[src/rtl/ysyx_22041405_wbu.sv]
// Write-back unit: retires ALU results and aligned load data into the register file.
// Optional forwarding outputs are enabled by defining YSYX_22041405_WBU_FWD_EN.
module ysyx_22041405_wbu #(
    parameter int unsigned WIDTH = 32
) (
    input  logic             clk,
    input  logic             rst,
    input  logic             in_valid,
    output logic             in_ready,
    input  logic [WIDTH-1:0] in_pc,
    input  logic [4:0]       in_rd,
    input  logic             in_rd_we,
    input  logic             in_is_load,
    input  logic [2:0]       in_load_fmt,
    input  logic [WIDTH-1:0] in_alu_result,
    input  logic             mem_rvalid,
    input  logic [WIDTH-1:0] mem_rdata,
    output logic             rf_we,
    output logic [4:0]       rf_waddr,
    output logic [WIDTH-1:0] rf_wdata,
    output logic             commit_valid,
    output logic [WIDTH-1:0] commit_pc,
    output logic [31:0]      retired_cnt
`ifdef YSYX_22041405_WBU_FWD_EN
    ,
    output logic             fwd_valid,
    output logic [4:0]       fwd_rd,
    output logic [WIDTH-1:0] fwd_data
`endif
);

    typedef enum logic [1:0] {
        IDLE     = 2'd0,
        WAIT_MEM = 2'd1,
        COMMIT   = 2'd2
    } state_e;

    state_e             state_q, state_d;
    logic [WIDTH-1:0]   pc_q, pc_d;
    logic [4:0]         rd_q, rd_d;
    logic               rd_we_q, rd_we_d;
    logic [2:0]         fmt_q, fmt_d;
    logic [WIDTH-1:0]   res_q, res_d;
    logic               rf_we_q, rf_we_d;
    logic [4:0]         rf_waddr_q, rf_waddr_d;
    logic [WIDTH-1:0]   rf_wdata_q, rf_wdata_d;
    logic               commit_valid_q, commit_valid_d;
    logic [WIDTH-1:0]   commit_pc_q, commit_pc_d;
    logic [31:0]        retired_cnt_q, retired_cnt_d;
    logic               accept_c;

    // Extract and extend the addressed byte/halfword from the aligned load word.
    function automatic logic [WIDTH-1:0] load_ext(input logic [WIDTH-1:0] word,
                                                  input logic [2:0]       fmt,
                                                  input logic [1:0]       off);
        logic [7:0]  b;
        logic [15:0] h;
        b = 8'(word >> {off, 3'b000});
        h = 16'(word >> {off[1], 4'b0000});
        case (fmt)
            3'd0:    load_ext = {{(WIDTH-8){b[7]}}, b};
            3'd1:    load_ext = {{(WIDTH-16){h[15]}}, h};
            3'd4:    load_ext = WIDTH'(b);
            3'd5:    load_ext = WIDTH'(h);
            default: load_ext = word;
        endcase
    endfunction

    assign in_ready = rst && (state_q != WAIT_MEM);
    assign accept_c = in_valid && in_ready;

    always_comb begin
        state_d        = state_q;
        pc_d           = pc_q;
        rd_d           = rd_q;
        rd_we_d        = rd_we_q;
        fmt_d          = fmt_q;
        res_d          = res_q;
        rf_we_d        = 1'b0;
        rf_waddr_d     = rf_waddr_q;
        rf_wdata_d     = rf_wdata_q;
        commit_valid_d = 1'b0;
        commit_pc_d    = commit_pc_q;
        retired_cnt_d  = retired_cnt_q;

        case (state_q)
            WAIT_MEM: begin
                if (mem_rvalid) begin
                    state_d        = COMMIT;
                    rf_we_d        = rd_we_q && (rd_q != 5'd0);
                    rf_waddr_d     = rd_q;
                    rf_wdata_d     = load_ext(mem_rdata, fmt_q, res_q[1:0]);
                    commit_valid_d = 1'b1;
                    commit_pc_d    = pc_q;
                    retired_cnt_d  = retired_cnt_q + 32'd1;
                end
            end
            default: state_d = IDLE;
        endcase

        // New acceptance in IDLE/COMMIT; COMMIT outputs stay on the old registers until the edge.
        if (accept_c) begin
            pc_d    = in_pc;
            rd_d    = in_rd;
            rd_we_d = in_rd_we;
            fmt_d   = in_load_fmt;
            res_d   = in_alu_result;
            if (in_is_load) begin
                state_d = WAIT_MEM;
            end else begin
                state_d        = COMMIT;
                rf_we_d        = in_rd_we && (in_rd != 5'd0);
                rf_waddr_d     = in_rd;
                rf_wdata_d     = in_alu_result;
                commit_valid_d = 1'b1;
                commit_pc_d    = in_pc;
                retired_cnt_d  = retired_cnt_q + 32'd1;
            end
        end
    end

    always_ff @(posedge clk) begin
        if (!rst) begin
            state_q        <= IDLE;
            pc_q           <= '0;
            rd_q           <= '0;
            rd_we_q        <= 1'b0;
            fmt_q          <= '0;
            res_q          <= '0;
            rf_we_q        <= 1'b0;
            rf_waddr_q     <= '0;
            rf_wdata_q     <= '0;
            commit_valid_q <= 1'b0;
            commit_pc_q    <= '0;
            retired_cnt_q  <= '0;
        end else begin
            state_q        <= state_d;
            pc_q           <= pc_d;
            rd_q           <= rd_d;
            rd_we_q        <= rd_we_d;
            fmt_q          <= fmt_d;
            res_q          <= res_d;
            rf_we_q        <= rf_we_d;
            rf_waddr_q     <= rf_waddr_d;
            rf_wdata_q     <= rf_wdata_d;
            commit_valid_q <= commit_valid_d;
            commit_pc_q    <= commit_pc_d;
            retired_cnt_q  <= retired_cnt_d;
        end
    end

    assign rf_we        = rf_we_q;
    assign rf_waddr     = rf_waddr_q;
    assign rf_wdata     = rf_wdata_q;
    assign commit_valid = commit_valid_q;
    assign commit_pc    = commit_pc_q;
    assign retired_cnt  = retired_cnt_q;

`ifdef YSYX_22041405_WBU_FWD_EN
    assign fwd_valid = rf_we_q;
    assign fwd_rd    = rf_waddr_q;
    assign fwd_data  = rf_wdata_q;
`endif

endmodule

[config.mk]
export PLATFORM = sky130hd
export DESIGN_NAME = ysyx_22041405_wbu
export DESIGN_NICKNAME = d
export VERILOG_FILES = /design/src/rtl/ysyx_22041405_wbu.sv
export SDC_FILE = /design/constraint.sdc
export NUM_CORES = 1
export LEC_CHECK = 0
export BUFFER_PORTS_ARGS = -buffer_cell sky130_fd_sc_hd__buf_2
export CORE_ASPECT_RATIO = 0.6
export CORE_UTILIZATION = 55
export DETAILED_ROUTE_END_ITERATION = 10
export PLACE_DENSITY = 0.86
export SLEW_MARGIN = 0
export SYNTH_ARGS = -nofsm -noshare
export SYNTH_HDL_FRONTEND = slang
export SYNTH_SLANG_ARGS = --single-unit
[constraint.sdc]
create_clock -name clk -period 3.4 [get_ports clk]
set_clock_uncertainty 0.15 [all_clocks]
set_input_delay 0.34 -clock clk [delete_from_list [all_inputs] [get_ports clk]]
set_output_delay 0.34 -clock clk [all_outputs]
set_load 0.02 [all_outputs]
== Word level (Yosys, flattened, before mapping) ==
Cells that the tools add are included.
Operators by class
  $add $sub $neg: 1
  equality and inequality tests: 6
  shift operators: 2
  multiplexer cells: 29
  reductions and logical operators: 7
Operators with widths (count)
  32-bit 2-to-1 mux: 12
  32-bit case mux with 4 select lines: 1
  32-bit by 1-bit adder with 32-bit output, second input constant: 1
  32-bit by 5-bit right shift with 16-bit output: 1
  32-bit by 5-bit right shift with 8-bit output: 1
  5-bit 2-to-1 mux: 4
  5-bit nonzero test: 2
  1-bit 2-to-1 mux: 8
  2-bit 2-to-1 mux: 4
  3-bit == test, second input constant: 2
  1-bit logical AND: 4
  3-bit by 1-bit == test with 1-bit output, second input constant: 1
  3-bit logical NOT: 1
  3-bit != test, second input constant: 1
  2-bit by 1-bit == test with 1-bit output, second input constant: 1
  2-bit by 1-bit != test with 1-bit output, second input constant: 1
Storage, ports and cells
  flip-flop bits (word level): 148
  bits of input ports: 110

== Depth between registers and ports, before layout ==
Gate-level depths: netlist of run 1.
  depth in word-level cells: 6
  mapped depth: 7
  mapped depth without buffers: 6

== Worst setup path after synthesis of run 1 ==
No wires, ideal clock.
  path kind: register to register
  from: register retired_cnt_q[8] (netlist: retired_cnt[8])
  to: register retired_cnt_q[26] (netlist: retired_cnt[26])
  setup time: 0.128 ns
  data arrival time: 1.807 ns
  data required time: 3.122 ns
  path slack: 1.316 ns
  stages on the path, launching flop included: 7
  cells stage by stage: dfxtp_1 > nand4_2 > or4_4 > buf_6 > nor4_2 > xnor2_1 > nor2_1
Between the ends
  word-level cells in the longest chain between the ends: 5
RTL lines
  start, declared: line 49  | logic [31:0] retired_cnt_q, retired_cnt_d;
  start signal, assigned: line 148  | retired_cnt_q <= retired_cnt_d;
  32-bit by 1-bit adder with 32-bit output (*): line 95, 117
  32-bit 2-to-1 mux: line 88  | if (mem_rvalid) begin
  32-bit 2-to-1 mux: line 86  | case (state_q)
  32-bit 2-to-1 mux: line 108  | if (in_is_load) begin
  32-bit 2-to-1 mux (*): line 102  | if (accept_c) begin
Every way passes the cells marked *; elsewhere a longest branch is shown, timed or not.
A chain may end at the register's enable or synchronous reset.

== Worst setup path in the final report of run 1 ==
  from: register res_q[1]
  to: register rf_wdata_q[13] (netlist: rf_wdata[13])
Between the ends
  word-level cells in the longest chain between the ends: 6
RTL lines
  start, declared: line 43  | logic [WIDTH-1:0] res_q, res_d;
  start signal, assigned: line 142  | res_q <= res_d;
  32-bit by 5-bit right shift with 16-bit output / 32-bit by 5-bit right shift with 8-bit output (equally long branches): line 59, 58
  32-bit case mux with 4 select lines (*): line 60  | case (fmt)
  32-bit 2-to-1 mux (*): line 88
  32-bit 2-to-1 mux (*): line 86
  32-bit 2-to-1 mux: line 108
  32-bit 2-to-1 mux (*): line 102
  end signal, assigned: line 145  | rf_wdata_q <= rf_wdata_d;
  end, declared: line 46  | logic [WIDTH-1:0] rf_wdata_q, rf_wdata_d;
Marks and branches as above.

==> results of run 1 <==
## path summary, 6_finish.rpt
kind / start / end / slack, ns / cells past startpoint
setup / recovery: res_q[1] / rf_wdata[13] / 1.09 / 5
hold / removal: in_rd[0] / rd_q[0] / 0.02 / 3
setup reg to reg: res_q[1] / rf_wdata[13] / 1.09 / 5
hold reg to reg: rf_waddr[0] / rf_waddr[0] / 0.30 / 2
## through the flow
| step | utilization [%] | std cells | total power [W] |
|---|---|---|---|
| 3_5_place_dp | 66.8 | 1113 | 0.00240 |
| 2_1_floorplan | - | 791 | 0.00220 |
| 3_3_place_gp | 66.8 | 1113 | 0.00239 |
| 5_1_grt | 72.5 | 1156 | 0.00422 |
| 4_1_cts | 72.5 | 1156 | 0.00407 |
| 6_report | 72.5 | 1156 | 0.00407 |
## cell families (layout without fill, tap and decap cells)
family	after synthesis	after routing	synth area share, %
AND/OR/NAND/NOR	326	326	24.2
AO/OA/AOI/OAI	203	203	19.4
flip-flops	148	148	45.6
buffers and inverters	71	276	4.47
XOR/XNOR	28	28	3.78
multiplexers	14	14	2.37
adder cells (fa/ha/maj)	1	1	0.193
## cell type report
class,count,share of cell area [%]
multi-input combinational,572,39.4
timing repair buffer,237,15.6
clock buffer,20,5.40
sequential,148,35.8
inverter,7,0.348
tap,160,2.42
clock inverter,12,1.01
## power groups by stage
stage	clock network (W)	logic [W]	registers (W)
6_report	0.00169	0.000522	0.00186
5_1_grt	0.00178	0.000562	0.00187
4_1_cts	0.00170	0.000512	0.00186
3_5_place_dp	0	0.000499	0.00190
3_3_place_gp	0	0.000493	0.00190
2_1_floorplan	0	0.000257	0.00194
## Yosys cell counts (7+ instances only)
cell type / count / area share (%)
dfxtp_1: 148 / 46
nand2_1: 141 / 8.2
a21oi_1: 95 / 7.3
nor2_1: 61 / 3.5
clkbuf_1: 47 / 2.7
a22oi_1: 34 / 3.9
nand3_1: 30 / 2.3
nor3_1: 29 / 2.2
xnor2_1: 26 / 3.5
nor4_1: 20 / 1.9
o21ai_0: 19 / 1.5
a21boi_0: 14 / 1.6
buf_2: 13 / 1.0
mux2_2: 11 / 1.9
a31oi_1: 7 / 0.67
o22ai_1: 7 / 0.67
## what timing repair did
action / in CTS / in global routing
hold endpoints to repair: 11 / 0
setup endpoints to repair: 0 / 0
hold buffers: 11 / 0
## worst register-to-register path, delay by kind of cell, from the launching register on
| family | cells | cell delay (ns) |
|---|---|---|
| AOI/OAI and AO/OA | 4 | 1.06 |
| DFF | 1 | 0.57 |
| muxes | 1 | 0.40 |
## flip-flops by register name (all words and copies together) (netlist names)
signal	count
rd_we_q	1
fmt_q	3
state_q	2
rf_we	1
commit_pc	32
rd_q	5
rf_wdata	32
res_q	2
retired_cnt	32
rf_waddr	5
pc_q	32
commit_valid	1
## layer usage
metal / wire length, um / track usage, % / vias to the layer above
met5: 0 / 0 / -
met4: 327 / 9.97 / 0
met1: 8490 / 44.7 / 3105
li1: - / - / 3189
met3: 2080 / 8.32 / 34
met2: 8310 / 46.4 / 391
==> results.json, run 1 <==
{
  "status": "finished clean",
  "vias": 6719,
  "cts_resized": 0,
  "drtAntennaViolNets": 0,
  "synth_async_sr_flop_share_pct": 0,
  "synth_nets": 902,
  "rsz0062_at_grt": "no",
  "clk_pin_slew_ns": 0.06,
  "holdWs_ns": 0.0211,
  "core_area_sq_mm": 0.0114,
  "portBuffers": 213,
  "n_antenna_cell": 0,
  "critPathCaptureType": "flip-flop",
  "synthesis.area_sq_mm": 0.00649,
  "maxCapViolations": 0,
  "worst-setup-path-type": "flip-flop to flip-flop",
  "tns_ns": 0,
  "layout_common_cells": "buf_2, dfxtp_1, nand2_1",
  "yosysUniqueCellTypes": 54,
  "antenna_found_initial": 0,
  "yosysSeqAreaShare_pct": 45.6,
  "vdd.ir_drop.worst_mv": 0.402,
  "power_density_mw_per_mm2": 492,
  "path_cells": "mux2_2 > a22o_1 > a21oi_1 > a21boi_0 > o22ai_1",
  "syn_inst": 791,
  "viasPerCell": 5.81,
  "grt_pass1_wl_um": 30200,
  "synth_flop_cell": "dfxtp_1",
  "cts_max_level": 4,
  "synth_edf_count": 0,
  "overflow": 0,
  "hpwl_um": 12700,
  "routed_wl_um": 19200,
  "die_w_um": 142,
  "clock_latency_ns": 0.42,
  "ctsRootBufferMaster": "clkbuf_16",
  "fin_area_sq_mm": 0.00827,
  "drv_slew": 0,
  "cts.sinks": 148,
  "cts_tree": "yes",
  "gp_congestion": 0.979,
  "post-route-drc-count": 0,
  "hp-class": "primary input to flip-flop",
  "start_util_pct": 56.9,
  "rows": 30,
  "grt_max_degree": 68,
  "start_kind": "flip-flop",
  "fillers": 914,
  "finalHoldViolCount": 0,
  "grtUsageTotal_pct": 31.5,
  "syn2layout_area_growth_pct": 27.3,
  "drtIter0Drc": 682,
  "cts_buffers": 17,
  "yosysWarnings": 0,
  "crit_path_max_fanout": 11,
  "grt_pass1_vias": 5961,
  "ioPinCount": 214,
  "multi_input_area_sq_mm": 0.00326,
  "min_period_ns": 2.31,
  "final_common_cell": "buf_2",
  "layout-drive-gt1-share_pct": 28.6,
  "seq_power_share_pct": 45.8,
  "p_int_w": 0.00296,
  "die_h_um": 86.2,
  "worst-endpoint-arrival_ns": 2.45,
  "fin_ws_ns": 1.09,
  "die_area_sq_mm": 0.0123,
  "syn_avg_cell_area_sq_um": 8.21,
  "cp.required_ns": 3.54,
  "fin_nets": 1094,
  "p_switching_w": 0.00111,
  "p_clk_share_pct": 41.4,
  "switching_share_pct": 27.3,
  "pre_cts_ws_ns": 1.10,
  "slew_headroom_pct": 36.9,
  "setup_viol": 0,
  "max_freq_mhz": 433,
  "dr.pass1.iters": 5,
  "post_dp_cell_area_sq_mm": 0.00763,
  "combinationalPowerShare_pct": 12.8,
  "slowest_delay_ns": 0.57,
  "ctsLongestPathBuffers": 2,
  "wl_per_cell_um": 16.6,
  "worst-path-buf-inv": 0,
  "worstMarginPinSlew_ns": 0.947,
  "post-cts-setup-buffers": 0,
  "ys_ff_latch": 148,
  "period_share_pct": 68.0,
  "leakage_nw": 3.40,
  "regArea_sq_mm": 0.00296,
  "slowest_stage": "dfxtp_1",
  "crit_family": "compound AO/OA/AOI/OAI gates"
}
(Power assumes the default switching activity.)
==> run 2: changes to the inputs <==
- CORE_UTILIZATION: 55 -> 46
- PLACE_DENSITY: 0.86 -> 0.77
- clock period: 3.4 -> 2.1 ns (I/O delays scaled with it)
==> results.json, run 2 (synthesized netlist as in run 1, its figures left out) <==
{
  "slew_headroom_pct": 57.4,
  "grt_max_degree": 63,
  "dr.max_layer_used": "met4",
  "vdd.ir_drop.worst_mv": 0.472,
  "min_period_ns": 2.11,
  "combinationalPowerShare_pct": 14.2,
  "cts.sinks": 148,
  "final_cells": 1284,
  "drv_slew": 0,
  "hpwl_um": 13000,
  "vias": 7142,
  "core_area_sq_mm": 0.0137,
  "violations": "setup timing",
  "setup_viol": 1,
  "dp.cells": 1161,
  "worst-setup-path-type": "primary input to flip-flop",
  "overflow": 0,
  "portBuffers": 213,
  "layout-drive-gt1-share_pct": 28.8,
  "drtIter0Drc": 601,
  "min_path_cells": 3,
  "p_switching_w": 0.00196,
  "viasPerCell": 5.56,
  "fin_ws_ns": -0.00602,
  "worst-endpoint-arrival_ns": 2.22,
  "layout_common_cells": "buf_2, dfxtp_1, nand2_1",
  "cp.required_ns": 2.21,
  "route.met2.wl_um": 9590,
  "rsz0062_at_grt": "yes",
  "status": "finished with violations",
  "seq_power_share_pct": 41.5,
  "cts_max_level": 4,
  "wl_per_cell_um": 16.8,
  "period_share_pct": 100,
  "antenna_found_initial": 0,
  "final_common_cell": "buf_2",
  "dr.pass1.iters": 5,
  "regArea_sq_mm": 0.00297,
  "multi_input_area_sq_mm": 0.00331,
  "grt_pass1_vias": 6605,
  "worstMarginPinSlew_ns": 0.640,
  "rows": 33,
  "die_h_um": 94.0,
  "leakage_nw": 3.93,
  "crit_path_max_fanout": 53,
  "start_util_pct": 47.4,
  "start_kind": "primary input",
  "gp_congestion": 0.865,
  "routed_wl_um": 21600,
  "switching_share_pct": 27.0,
  "grtUsageTotal_pct": 29.0,
  "cts_buffers": 17,
  "p_int_w": 0.00529,
  "fin_nets": 1190,
  "drt-met1-wl_um": 9490,
  "ctsLongestPathBuffers": 2,
  "maxCapViolations": 0,
  "grt_pass1_wl_um": 33500,
  "clock_latency_ns": 0.41,
  "clk_pin_slew_ns": 0.07,
  "power.total_w": 0.00725,
  "cts_tree": "yes",
  "wl_met3_um": 2010,
  "post-route-drc-count": 0,
  "ctsRootBufferMaster": "clkbuf_16",
  "p_clk_share_pct": 44.4,
  "critPathCaptureType": "flip-flop",
  "die_area_sq_mm": 0.0146,
  "max_freq_mhz": 475,
  "hp-class": "primary input to flip-flop",
  "n_antenna_cell": 0,
  "r2r_cells": 6,
  "die_w_um": 155,
  "syn2layout_area_growth_pct": 45.3,
  "power_density_mw_per_mm2": 768,
  "fillers": 1107,
  "finalHoldViolCount": 0,
  "ioPinCount": 214,
  "drtAntennaViolNets": 0
}
run 2: cell count changes in the layout (fill, tap and decap cells not counted), moves of 3 or more:
cell	previous run	this run
dlygate4sd3_1	11	87
inv_6	1	6
bufinv_16	0	3
dfxtp_1	148	144
dfxtp_2	0	3
buf_12	1	6
clkinv_2	4	1
clkinvlp_4	5	2
buf_4	12	26
run 2: final cells by class:
cell class	count	share of cell area (%)
Clock inverter	15	2.06
Multi-Input combinational cell	572	35.1
Inverter	7	0.305
Clock buffer	17	4.51
Tap cell	192	2.55
Timing Repair Buffer	333	24.0
Sequential cell	148	31.5
run 2: path summary, 6_finish.rpt:
check	start	endpoint	slack [ns]
min reg2reg	commit_pc[16]	commit_pc[16]	0.31
max	in_valid	rf_wdata[25]	-0.006
max reg2reg	res_q[1]	rf_wdata[15]	0.04
min	mem_rdata[7]	rf_wdata[7]	0.03
run 2: power by group through the flow:
stage / Sequential, W / Combinational (W) / Clock, W
2_1_floorplan: 0.00314 / 0.000416 / 0
3_3_place_gp: 0.00306 / 0.000844 / 0
3_5_place_dp: 0.00306 / 0.000854 / 0
4_1_cts: 0.00300 / 0.000983 / 0.00325
5_1_grt: 0.00302 / 0.00110 / 0.00337
6_report: 0.00301 / 0.00103 / 0.00321
run 2: timing repair:
action	CTS	global route
endpoints found under the hold margin	112	0
hold buffers	87	0
buffers inserted	0	4
gates resized for setup	1	15
setup endpoints to repair	1	75
pin swaps	0	2
run 2: routing by layer:
metal	vias to the layer above	GRT usage, %
met5	-	0
met4	0	9.64
met3	52	6.78
met2	413	45.7
met1	3305	39.1
li1	3372	-
run 2: per-stage QoR:
stage          utilization, %  cell area [sq um]  setup TNS [ns]  worst slack [ns]  hold WS [ns]
2_1_floorplan               -               6490               0            0.0159         0.159
3_3_place_gp             57.2               7840               0            0.0660         0.259
3_5_place_dp             57.2               7840               0            0.0417         0.263
4_1_cts                  68.1               9340               0           0.00198       0.00131
5_1_grt                  68.8               9430          -0.107           -0.0627        0.0294
6_report                 68.8               9430        -0.00602          -0.00602        0.0289
run 2: critical path, stage by stage:
cell and delay (ns):
dlygate4sd3_1 0.54, buf_2 0.11, and2_0 0.29, and3_2 0.27
buf_12 0.26, nor3_1 0.10, nor4_1 0.42
